File: config.mk
export PLATFORM = sky130hd
export DESIGN_NAME = sva_result_collector_flat
export DESIGN_NICKNAME = d
export VERILOG_FILES = /design/src/rtl/sva_result_pkg.sv /design/src/rtl/sva_evt_if.sv /design/src/rtl/sva_evt_fifo.sv /design/src/rtl/sva_result_collector.sv /design/src/flat_wrapper.sv
export SDC_FILE = /design/constraint.sdc
export NUM_CORES = 1
export LEC_CHECK = 0
export CAP_MARGIN = 20
export CORE_UTILIZATION = 55
export CTS_CLUSTER_DIAMETER = 30
export DETAILED_ROUTE_END_ITERATION = 10
export MAX_ROUTING_LAYER = met4
export PLACE_DENSITY = 0.77
export SYNTH_ARGS = -nofsm -noshare
export SYNTH_HDL_FRONTEND = slang
export SYNTH_HIERARCHICAL = 1
export SYNTH_SLANG_ARGS = --single-unit
export TNS_END_PERCENT = 5
File: constraint.sdc
create_clock -name sys_clk -period 6.95 [get_ports sys_clk]
set_input_delay 1.0425 -clock sys_clk [delete_from_list [all_inputs] [get_ports sys_clk]]
set_output_delay 1.0425 -clock sys_clk [all_outputs]
set_load 0.005 [all_outputs]
File: src/rtl/sva_result_pkg.sv
// rtl/sva_result_pkg.sv - shared types and defaults for the SVA result collector
package sva_result_pkg;

  localparam int SVA_CNT_WIDTH  = 16;
  localparam int SVA_TS_WIDTH   = 16;
  localparam int SVA_FIFO_DEPTH = 8;

  typedef enum logic [1:0] {
    EVT_NONE = 2'd0,
    EVT_SUCC = 2'd1,
    EVT_FAIL = 2'd2,
    EVT_LAZY = 2'd3
  } sva_evt_kind_t;

  typedef struct packed {
    sva_evt_kind_t             kind;
    logic [SVA_TS_WIDTH-1:0]   period;
  } sva_evt_t;

  typedef enum logic {
    RUN    = 1'b0,
    HALTED = 1'b1
  } collector_fsm_t;

  // A fail outranks everything, so a broken evaluation is never reported as a success.
  function automatic sva_evt_kind_t decode_evt(input logic f, input logic s, input logic l);
    if (f)      return EVT_FAIL;
    else if (s) return EVT_SUCC;
    else if (l) return EVT_LAZY;
    else        return EVT_NONE;
  endfunction

endpackage

File: src/rtl/sva_evt_if.sv
// rtl/sva_evt_if.sv - valid/ready event stream from the collector to the report stage
interface sva_evt_if #(
  parameter int W = 2 + sva_result_pkg::SVA_TS_WIDTH
);
  logic         evt_valid;
  logic         evt_ready;
  logic [W-1:0] evt_data;

  modport master (output evt_valid, output evt_data, input evt_ready);
  modport slave  (input evt_valid, input evt_data, output evt_ready);
endinterface

File: src/rtl/sva_evt_fifo.sv
// rtl/sva_evt_fifo.sv - synchronous event FIFO with wrap-bit pointers and registered storage
module sva_evt_fifo #(
  parameter int DEPTH = 8,
  parameter int WIDTH = 18
) (
  input  logic                       clk_i,
  input  logic                       rst_ni,
  input  logic                       clr_i,
  input  logic                       push_i,
  input  logic [WIDTH-1:0]           data_i,
  output logic                       full_o,
  input  logic                       pop_i,
  output logic [WIDTH-1:0]           data_o,
  output logic                       empty_o,
  output logic [$clog2(DEPTH):0]     level_o
);

  localparam int AW = $clog2(DEPTH);

  logic [WIDTH-1:0] mem_q [DEPTH];
  logic [AW:0]      wr_ptr_q, wr_ptr_d;
  logic [AW:0]      rd_ptr_q, rd_ptr_d;
  logic             do_push, do_pop;

  assign empty_o = (wr_ptr_q == rd_ptr_q);
  assign full_o  = (wr_ptr_q[AW] != rd_ptr_q[AW]) && (wr_ptr_q[AW-1:0] == rd_ptr_q[AW-1:0]);
  assign level_o = wr_ptr_q - rd_ptr_q;

  // When full, a same-cycle pop frees the slot the write lands in.
  assign do_pop  = pop_i && !empty_o;
  assign do_push = push_i && (!full_o || do_pop);

  always_comb begin
    wr_ptr_d = wr_ptr_q;
    rd_ptr_d = rd_ptr_q;
    if (do_push) wr_ptr_d = wr_ptr_q + 1'b1;
    if (do_pop)  rd_ptr_d = rd_ptr_q + 1'b1;
  end

  always_ff @(posedge clk_i or negedge rst_ni) begin
    if (!rst_ni) begin
      wr_ptr_q <= '0;
      rd_ptr_q <= '0;
    end else if (clr_i) begin
      wr_ptr_q <= '0;
      rd_ptr_q <= '0;
    end else begin
      wr_ptr_q <= wr_ptr_d;
      rd_ptr_q <= rd_ptr_d;
    end
  end

  always_ff @(posedge clk_i) begin
    if (do_push && !clr_i) mem_q[wr_ptr_q[AW-1:0]] <= data_i;
  end

  assign data_o = empty_o ? '0 : mem_q[rd_ptr_q[AW-1:0]];

endmodule

File: src/rtl/sva_result_collector.sv
// rtl/sva_result_collector.sv - counts SVA evaluation results, stamps and queues them as events
module sva_result_collector
  import sva_result_pkg::*;
#(
  parameter int CNT_WIDTH    = SVA_CNT_WIDTH,
  parameter int TS_WIDTH     = SVA_TS_WIDTH,
  parameter int FIFO_DEPTH   = SVA_FIFO_DEPTH,
  parameter int STOP_ON_FAIL = 0
) (
  input  logic                 sys_clk,
  input  logic                 sys_rst_n,
  input  logic                 clr,
  input  logic                 gclk_tick,
  input  logic                 res_valid,
  input  logic                 succ,
  input  logic                 fail,
  input  logic                 lazy_succ,
  sva_evt_if.master            evt,
  output logic [CNT_WIDTH-1:0] succ_cnt,
  output logic [CNT_WIDTH-1:0] fail_cnt,
  output logic [CNT_WIDTH-1:0] lazy_cnt,
  output logic                 first_fail_vld,
  output logic [TS_WIDTH-1:0]  first_fail_per,
  output logic                 overflow,
  output logic                 halted
);

  localparam int EW = 2 + TS_WIDTH;

  collector_fsm_t state_q, state_d;
  sva_evt_kind_t  evt_kind;
  logic           run_en, rec, rec_fail, drop;
  logic           fifo_full, fifo_empty, fifo_pop;
  logic [EW-1:0]  fifo_dout;
  logic [$clog2(FIFO_DEPTH):0] fifo_level;
  logic           unused_level;

  logic [TS_WIDTH-1:0]  period_q, period_d, ffp_q, ffp_d;
  logic [CNT_WIDTH-1:0] succ_q, succ_d, fail_q, fail_d, lazy_q, lazy_d;
  logic                 ffv_q, ffv_d, ovf_q, ovf_d;

  function automatic logic [CNT_WIDTH-1:0] sat_inc(input logic [CNT_WIDTH-1:0] v);
    return (v == '1) ? v : v + 1'b1;
  endfunction

  assign evt_kind = decode_evt(fail, succ, lazy_succ);
  assign rec      = res_valid && run_en && (evt_kind != EVT_NONE);
  assign rec_fail = rec && (evt_kind == EVT_FAIL);
  assign fifo_pop = !fifo_empty && evt.evt_ready;
  assign drop     = rec && fifo_full && !fifo_pop;

  always_ff @(posedge sys_clk or negedge sys_rst_n) begin
    if (!sys_rst_n)  state_q <= RUN;
    else if (clr)    state_q <= RUN;
    else             state_q <= state_d;
  end

  always_comb begin
    state_d = state_q;
    if ((state_q == RUN) && (STOP_ON_FAIL != 0) && rec_fail) state_d = HALTED;
  end

  always_comb begin
    run_en = (state_q == RUN);
    halted = (state_q == HALTED);
  end

  // Dropped events are still counted; only the FIFO entry is lost.
  always_comb begin
    period_d = gclk_tick ? period_q + 1'b1 : period_q;
    succ_d   = succ_q;
    fail_d   = fail_q;
    lazy_d   = lazy_q;
    if (rec) begin
      case (evt_kind)
        EVT_SUCC: succ_d = sat_inc(succ_q);
        EVT_FAIL: fail_d = sat_inc(fail_q);
        EVT_LAZY: lazy_d = sat_inc(lazy_q);
        default:  ;
      endcase
    end
    ffv_d = ffv_q | rec_fail;
    ffp_d = (rec_fail && !ffv_q) ? period_q : ffp_q;
    ovf_d = ovf_q | drop;
  end

  always_ff @(posedge sys_clk or negedge sys_rst_n) begin
    if (!sys_rst_n) begin
      period_q <= '0; ffp_q <= '0;
      succ_q   <= '0; fail_q <= '0; lazy_q <= '0;
      ffv_q    <= 1'b0; ovf_q <= 1'b0;
    end else if (clr) begin
      period_q <= '0; ffp_q <= '0;
      succ_q   <= '0; fail_q <= '0; lazy_q <= '0;
      ffv_q    <= 1'b0; ovf_q <= 1'b0;
    end else begin
      period_q <= period_d; ffp_q <= ffp_d;
      succ_q   <= succ_d;   fail_q <= fail_d; lazy_q <= lazy_d;
      ffv_q    <= ffv_d;    ovf_q <= ovf_d;
    end
  end

  sva_evt_fifo #(
    .DEPTH (FIFO_DEPTH),
    .WIDTH (EW)
  ) u_fifo (
    .clk_i   (sys_clk),
    .rst_ni  (sys_rst_n),
    .clr_i   (clr),
    .push_i  (rec),
    .data_i  ({evt_kind, period_q}),
    .full_o  (fifo_full),
    .pop_i   (fifo_pop),
    .data_o  (fifo_dout),
    .empty_o (fifo_empty),
    .level_o (fifo_level)
  );

  assign unused_level   = ^fifo_level;
  assign evt.evt_valid  = !fifo_empty;
  assign evt.evt_data   = fifo_dout;
  assign succ_cnt       = succ_q;
  assign fail_cnt       = fail_q;
  assign lazy_cnt       = lazy_q;
  assign first_fail_vld = ffv_q;
  assign first_fail_per = ffp_q;
  assign overflow       = ovf_q;

endmodule
File: src/flat_wrapper.sv
// flat-port wrapper written by rule: the top's interface ports become plain ports
module sva_result_collector_flat import sva_result_pkg::*;
#(
  parameter int CNT_WIDTH    = SVA_CNT_WIDTH,
  parameter int TS_WIDTH     = SVA_TS_WIDTH,
  parameter int FIFO_DEPTH   = SVA_FIFO_DEPTH,
  parameter int STOP_ON_FAIL = 0
)
  (sys_clk, sys_rst_n, clr, gclk_tick, res_valid, succ, fail, lazy_succ, succ_cnt, fail_cnt, lazy_cnt, first_fail_vld, first_fail_per, overflow, halted, evt_evt_valid, evt_evt_data, evt_evt_ready);
  sva_evt_if evt_i ();
  input  logic sys_clk;
  input  logic sys_rst_n;
  input  logic clr;
  input  logic gclk_tick;
  input  logic res_valid;
  input  logic succ;
  input  logic fail;
  input  logic lazy_succ;
  output logic [CNT_WIDTH-1:0] succ_cnt;
  output logic [CNT_WIDTH-1:0] fail_cnt;
  output logic [CNT_WIDTH-1:0] lazy_cnt;
  output logic first_fail_vld;
  output logic [TS_WIDTH-1:0] first_fail_per;
  output logic overflow;
  output logic halted;
  output wire logic [$bits(evt_i.evt_valid)-1:0] evt_evt_valid;
  output wire logic [$bits(evt_i.evt_data)-1:0] evt_evt_data;
  input wire logic [$bits(evt_i.evt_ready)-1:0] evt_evt_ready;
  assign evt_evt_valid = evt_i.evt_valid;
  assign evt_evt_data = evt_i.evt_data;
  assign evt_i.evt_ready = evt_evt_ready;
  sva_result_collector #(.CNT_WIDTH(CNT_WIDTH), .TS_WIDTH(TS_WIDTH), .FIFO_DEPTH(FIFO_DEPTH), .STOP_ON_FAIL(STOP_ON_FAIL)) u_core (.sys_clk(sys_clk), .sys_rst_n(sys_rst_n), .clr(clr), .gclk_tick(gclk_tick), .res_valid(res_valid), .succ(succ), .fail(fail), .lazy_succ(lazy_succ), .evt(evt_i), .succ_cnt(succ_cnt), .fail_cnt(fail_cnt), .lazy_cnt(lazy_cnt), .first_fail_vld(first_fail_vld), .first_fail_per(first_fail_per), .overflow(overflow), .halted(halted));
endmodule
=== Yosys cells after proc, flatten, opt, wreduce, memory -nomap -nowiden ===
Memories as Yosys holds them, arrays and structs flattened.
Cells that the tools add are included.

* $add $sub $neg: 6
* Eq/ne operators: 12
* Muxes and demuxes: 28
* Bitwise gates (word level): 2
* Reductions and logical operators: 28

{| class="wikitable"
|+ Operators with widths
! operator !! number
|-
| 16-bit 2-to-1 mux || 16
|-
| 16-bit by 1-bit adder with 16-bit output, second input constant || 4
|-
| 16-bit equality test, second input constant || 3
|-
| 18-bit 2-to-1 mux || 1
|-
| 2-bit nonzero test || 9
|-
| 4-bit 2-to-1 mux || 4
|-
| 1-bit logical AND || 10
|-
| 3-bit AND reduction || 3
|-
| 4-bit by 1-bit adder with 4-bit output, second input constant || 2
|-
| 2-bit 2-to-1 mux || 3
|-
| 2-bit != test, second input constant || 3
|-
| 1-bit logical NOT || 5
|-
| 2-bit equality test, second input constant || 2
|-
| 4-bit equality test || 1
|-
| 1-bit 2-to-1 mux || 4
|-
| 3-bit equality test || 1
|-
| 2-bit by 1-bit equality test with 1-bit output, second input constant || 1
|-
| 1-bit bitwise OR || 2
|-
| 1-bit logical OR || 1
|-
| 1-bit != test || 1
|}

* Flip-flop bits (word level): 90
* RAM bits: 144
* Output and inout port bits: 86
* Logic and storage cells: 86
* Memories: 1

{| class="wikitable"
|+ Memories
! memory !! depth !! bits a word !! read ports !! clocked after memory_dff !! wr ports !! line !! RTL
|-
| u_core.u_fifo.mem_q || 8 || 18 || 1 || 0 || 1 || sva_evt_fifo.sv:20 || <nowiki>logic [WIDTH-1:0] mem_q [DEPTH];</nowiki>
|}

=== Logic depth before layout (Yosys ltp) ===
* Depth after elaboration: 9
* Mapped depth: 11
* Mapped depth without buffers: 9

=== Cells and area by module ===
The synthesis kept the hierarchy.

{| class="wikitable"
|+ Modules (own cells, without submodules)
! module !! times used !! cells each !! area each (µm²)
|-
| sva_evt_fifo || 1 || 318 || 6085.8
|-
| sva_result_collector || 1 || 466 || 4301.6
|}

=== Least setup slack after synthesis ===
Ideal clock, no wire load.

* Kind: register -> register
* From: register u_core.u_fifo.rd_ptr_q[1]
* To: memory u_core.u_fifo.mem_q[4][0], enable pin
* Arrival time: 3.366 ns
* Setup slack: 3.169 ns
* Stages on the path, launching flop included: 12
* Clock period less this slack: 3.781 ns
* Path through: dfrtp_1 -> buf_2 -> buf_2 -> inv_1 -> ha_1 -> nand3_2 -> nor2_1 -> nor2b_1 -> inv_1 -> nand3_1 -> nand4b_1 -> nor3_1

* Cells in the longest elaborated chain, start to end: 9
* Elaborated cells on any way between the ends: 12

{| class="wikitable"
|+ Ends and longest elaborated chain
! element !! line !! RTL
|-
| start: declaration || sva_evt_fifo.sv:22 || <nowiki>logic [AW:0] rd_ptr_q, rd_ptr_d;</nowiki>
|-
| start signal: assignment || sva_evt_fifo.sv:49 || <nowiki>rd_ptr_q <= rd_ptr_d;</nowiki>
|-
| 4-bit equality test || sva_evt_fifo.sv:25 || <nowiki>assign empty_o = (wr_ptr_q == rd_ptr_q);</nowiki>
|-
| net u_core.fifo_empty || sva_result_collector.sv:33 || <nowiki>logic fifo_full, fifo_empty, fifo_pop;</nowiki>
|-
| 1-bit logical NOT || sva_result_collector.sv:49 || <nowiki>assign fifo_pop = !fifo_empty && evt.evt_ready;</nowiki>
|-
| 1-bit logical AND || sva_result_collector.sv:49 ||
|-
| net u_core.fifo_pop || sva_result_collector.sv:33 ||
|-
| 1-bit logical AND || sva_evt_fifo.sv:30 || <nowiki>assign do_pop = pop_i && !empty_o;</nowiki>
|-
| 1-bit logical OR || sva_evt_fifo.sv:31 || <nowiki>assign do_push = push_i && (!full_o || do_pop);</nowiki>
|-
| 1-bit logical AND || sva_evt_fifo.sv:31 ||
|-
| 1-bit logical AND || sva_evt_fifo.sv:54 || <nowiki>if (do_push && !clr_i) mem_q[wr_ptr_q[AW-1:0]] <= data_i;</nowiki>
|-
| 1-bit 2-to-1 mux || sva_evt_fifo.sv:54 ||
|-
| 1-bit 2-to-1 mux (not written as such) || sva_evt_fifo.sv:54 ||
|-
| end: declaration || sva_evt_fifo.sv:20 ||
|}

The timed path passes the listed nets, and every way through them passes these cells.

=== Final worst setup path ===
* From: register u_core.u_fifo.wr_ptr_q[0]
* To: output evt_evt_data[6]

* Cells in the longest elaborated chain, start to end: 2

{| class="wikitable"
|+ Ends and longest elaborated chain
! element !! line !! RTL
|-
| start: declaration || sva_evt_fifo.sv:21 || <nowiki>logic [AW:0] wr_ptr_q, wr_ptr_d;</nowiki>
|-
| start signal: assignment || sva_evt_fifo.sv:48 || <nowiki>wr_ptr_q <= wr_ptr_d;</nowiki>
|-
| 4-bit equality test || sva_evt_fifo.sv:25 ||
|-
| 18-bit 2-to-1 mux || sva_evt_fifo.sv:57 || <nowiki>assign data_o = empty_o ? '0 : mem_q[rd_ptr_q[AW-1:0]];</nowiki>
|-
| end: declaration || flat_wrapper.sv:27 || <nowiki>output wire logic [$bits(evt_i.evt_data)-1:0] evt_evt_data;</nowiki>
|}

No other way between the ends.

==> metrics.md <==
| Metric | Value |
|---|---|
| Final worst-path cycle share | `0.602` |
| Mapped Area | `10300 um^2` |
| Post-CTS setup buffer count | `0` |
| ANT cells | `0` |
| Max-slew headroom | `0.317` |
| VDD IR-drop max | `0.243 mV` |
| Post-route DRC | `3` |
| Reg-to-Reg End | `u_core/u_fifo/mem_q[2][3]` |
| Num Clock Sinks | `234` |
| Synth-to-layout area growth | `24.9%` |
| Crit Path Class | `flip-flop to primary output` |
| Max_cap viols | `0` |
| FF/Latch Area | `6580 um^2` |
| Total grt overflow | `0` |
| Effective utilization at floorplan | `0.567` |
| Worst-case clock skew | `0.0188 ns` |
| Path category of the worst min-delay check | `input pin to asynchronous set/reset pin` |
| Routed len/inst | `20.1 um` |
| Initial drt markers | `491` |
| CP endpoint kind | `primary output` |
| CTS root buf | `clkbuf_16` |
| Status | `finished with violations` |
| Reg2reg start | `u_core/u_fifo/wr_ptr_q[0]` |
| Worst slew pin tran | `1.02 ns` |
| Worst hold margin | `0.435 ns` |
| Worst setup SP type | `flip-flop` |
| First-pass GRT wire length | `37.6 mm` |
| Fillers | `1199` |
| Die area | `19300 um^2` |
| Syn_nets | `794` |
| TritonRoute pass-1 iters | `8` |
| Final hold viol count | `0` |
| Yosys warns | `6` |
| H-tree level count | `2` |
| Core area | `18200 um^2` |
| IO buf count | `93` |
| Syn Inst Count | `776` |
| Min Tclk post-route | `4.18 ns` |
| Most frequent cells in the layout | `edfxtp_1 (144), clkdlybuf4s50_1 (91), dfrtp_1 (89), nand2_1 (58), inv_1 (53)` |
| I/O pins | `95` |
| Via density | `6.04` |
| Worst-Skew Late Latency | `0.52 ns` |
| Nets | `908` |
| Total CTS buffers | `41` |
| Initial antenna violation count | `0` |
| CTS-repair resized insts | `0` |
| Die Ht | `139 um` |
| Routed wire length | `23.1 mm` |
| DP HPWL | `14.0 mm` |
| Largest net degree at the start of global routing | `100` |
| Cts hold-fix bufs | `0` |
| CTS max path bufs | `3` |
| GRT Overall Usage | `0.257` |
| Worst r2r path cells | `9` |
| Max Clk Rate | `239 MHz` |
| Vias in the first global route | `7096` |
| Area of the multi-input gates | `3400 um^2` |
| RSZ-0062 raised after global routing | `false` |
| Req. time, crit path | `5.91 ns` |
| Post-DRT Antenna Nets | `0` |
| CTS tree | `yes` |
| Pwr dens | `287 nW/um^2` |
| Crit path DAT | `3.14 ns` |
| # setup viols final | `0` |
| LEAKAGE | `0.00464 uW` |
| Violated checks | `DRC` |
| Register-to-register setup slack | `3.77 ns` |
| Die width | `139 um` |
| RD Place Congestion | `0.884` |
| Final slew viol count | `0` |
| Share of layout cells above drive strength 1 | `0.163` |
| Most common cell after layout, fill and taps aside | `edfxtp_1` |
| Crit-path max FO | `18` |
| Avg Inst Size Synth | `13.3 um^2` |
| Std cell rows | `49` |
| Setup TNS | `0 ns` |
| Clock transition at path regs | `0.05 ns` |
| Vias | `6956` |
-- sequential cells by signal (all words and copies together) (netlist names) --
name                    flops
u_core/fail_cnt            16
u_core/lazy_cnt            16
u_core/first_fail_vld       1
u_core/first_fail_per      16
u_core/succ_cnt            16
u_core/u_fifo/rd_ptr_q      4
u_core/period_q            16
u_core/u_fifo/mem_q       144
u_core/u_fifo/wr_ptr_q      4
u_core/overflow             1
-- worst max-delay path by stage --
stage          slack, ns                       from  cells past startpoint                         end
2_1_floorplan       3.24  u_core/u_fifo/rd_ptr_q[1]                     11   u_core/u_fifo/mem_q[4][0]
3_3_place_gp        3.40                  res_valid                      5  u_core/u_fifo/mem_q[2][10]
3_5_place_dp        3.33  u_core/u_fifo/wr_ptr_q[0]                      6             evt_evt_data[0]
4_1_cts             2.76  u_core/u_fifo/wr_ptr_q[0]                      6            evt_evt_data[14]
5_1_grt             2.56  u_core/u_fifo/wr_ptr_q[0]                      6             evt_evt_data[9]
6_report            2.77  u_core/u_fifo/wr_ptr_q[0]                      6             evt_evt_data[6]
-- routing by layer --
layer | global-route usage | vias up | share of wire
met1 | 0.331 | 3522 | 0.43
met5 | - | - | 0
met3 | 0.0587 | 41 | 0.058
met2 | 0.414 | 218 | 0.50
met4 | 0.0696 | 0 | 0.016
li1 | - | 3175 | -
-- through the flow --
step	setup WS, ns	instance area (um^2)	total power (uW)	util	std cells
after global routing	2.56	12900	3820	0.708	1151
after global placement	3.40	11500	1740	0.631	1075
after CTS	2.76	12900	3720	0.708	1150
after detailed placement	3.33	11500	1750	0.631	1075
after floorplan	3.24	10300	1650	-	776
final	2.77	12900	3700	0.708	1151
-- report_power, final --
group	internal [uW]	switching (uW)
logic	98.7	117
clock network	1300	671
registers	1490	13.8
total	2890	801
-- critical path: stages (launching register included) --
cell and delay, ns:
dfrtp_1 0.47, inv_1 0.13, ha_1 0.33, nand3_2 0.19, o21ai_2 0.77, o22ai_1 0.22, clkdlybuf4s50_1 0.51
-- layout make-up --
| class | count | share of cell area |
|---|---|---|
| clock inverters | 24 | 0.0206 |
| inverters | 54 | 0.0157 |
| clock buffers | 51 | 0.0873 |
| repair buffers | 108 | 0.0803 |
| flip-flops and latches | 234 | 0.510 |
| well taps | 229 | 0.0222 |
| multi-input cells | 451 | 0.264 |
Power figures use the tool's default switching activity.
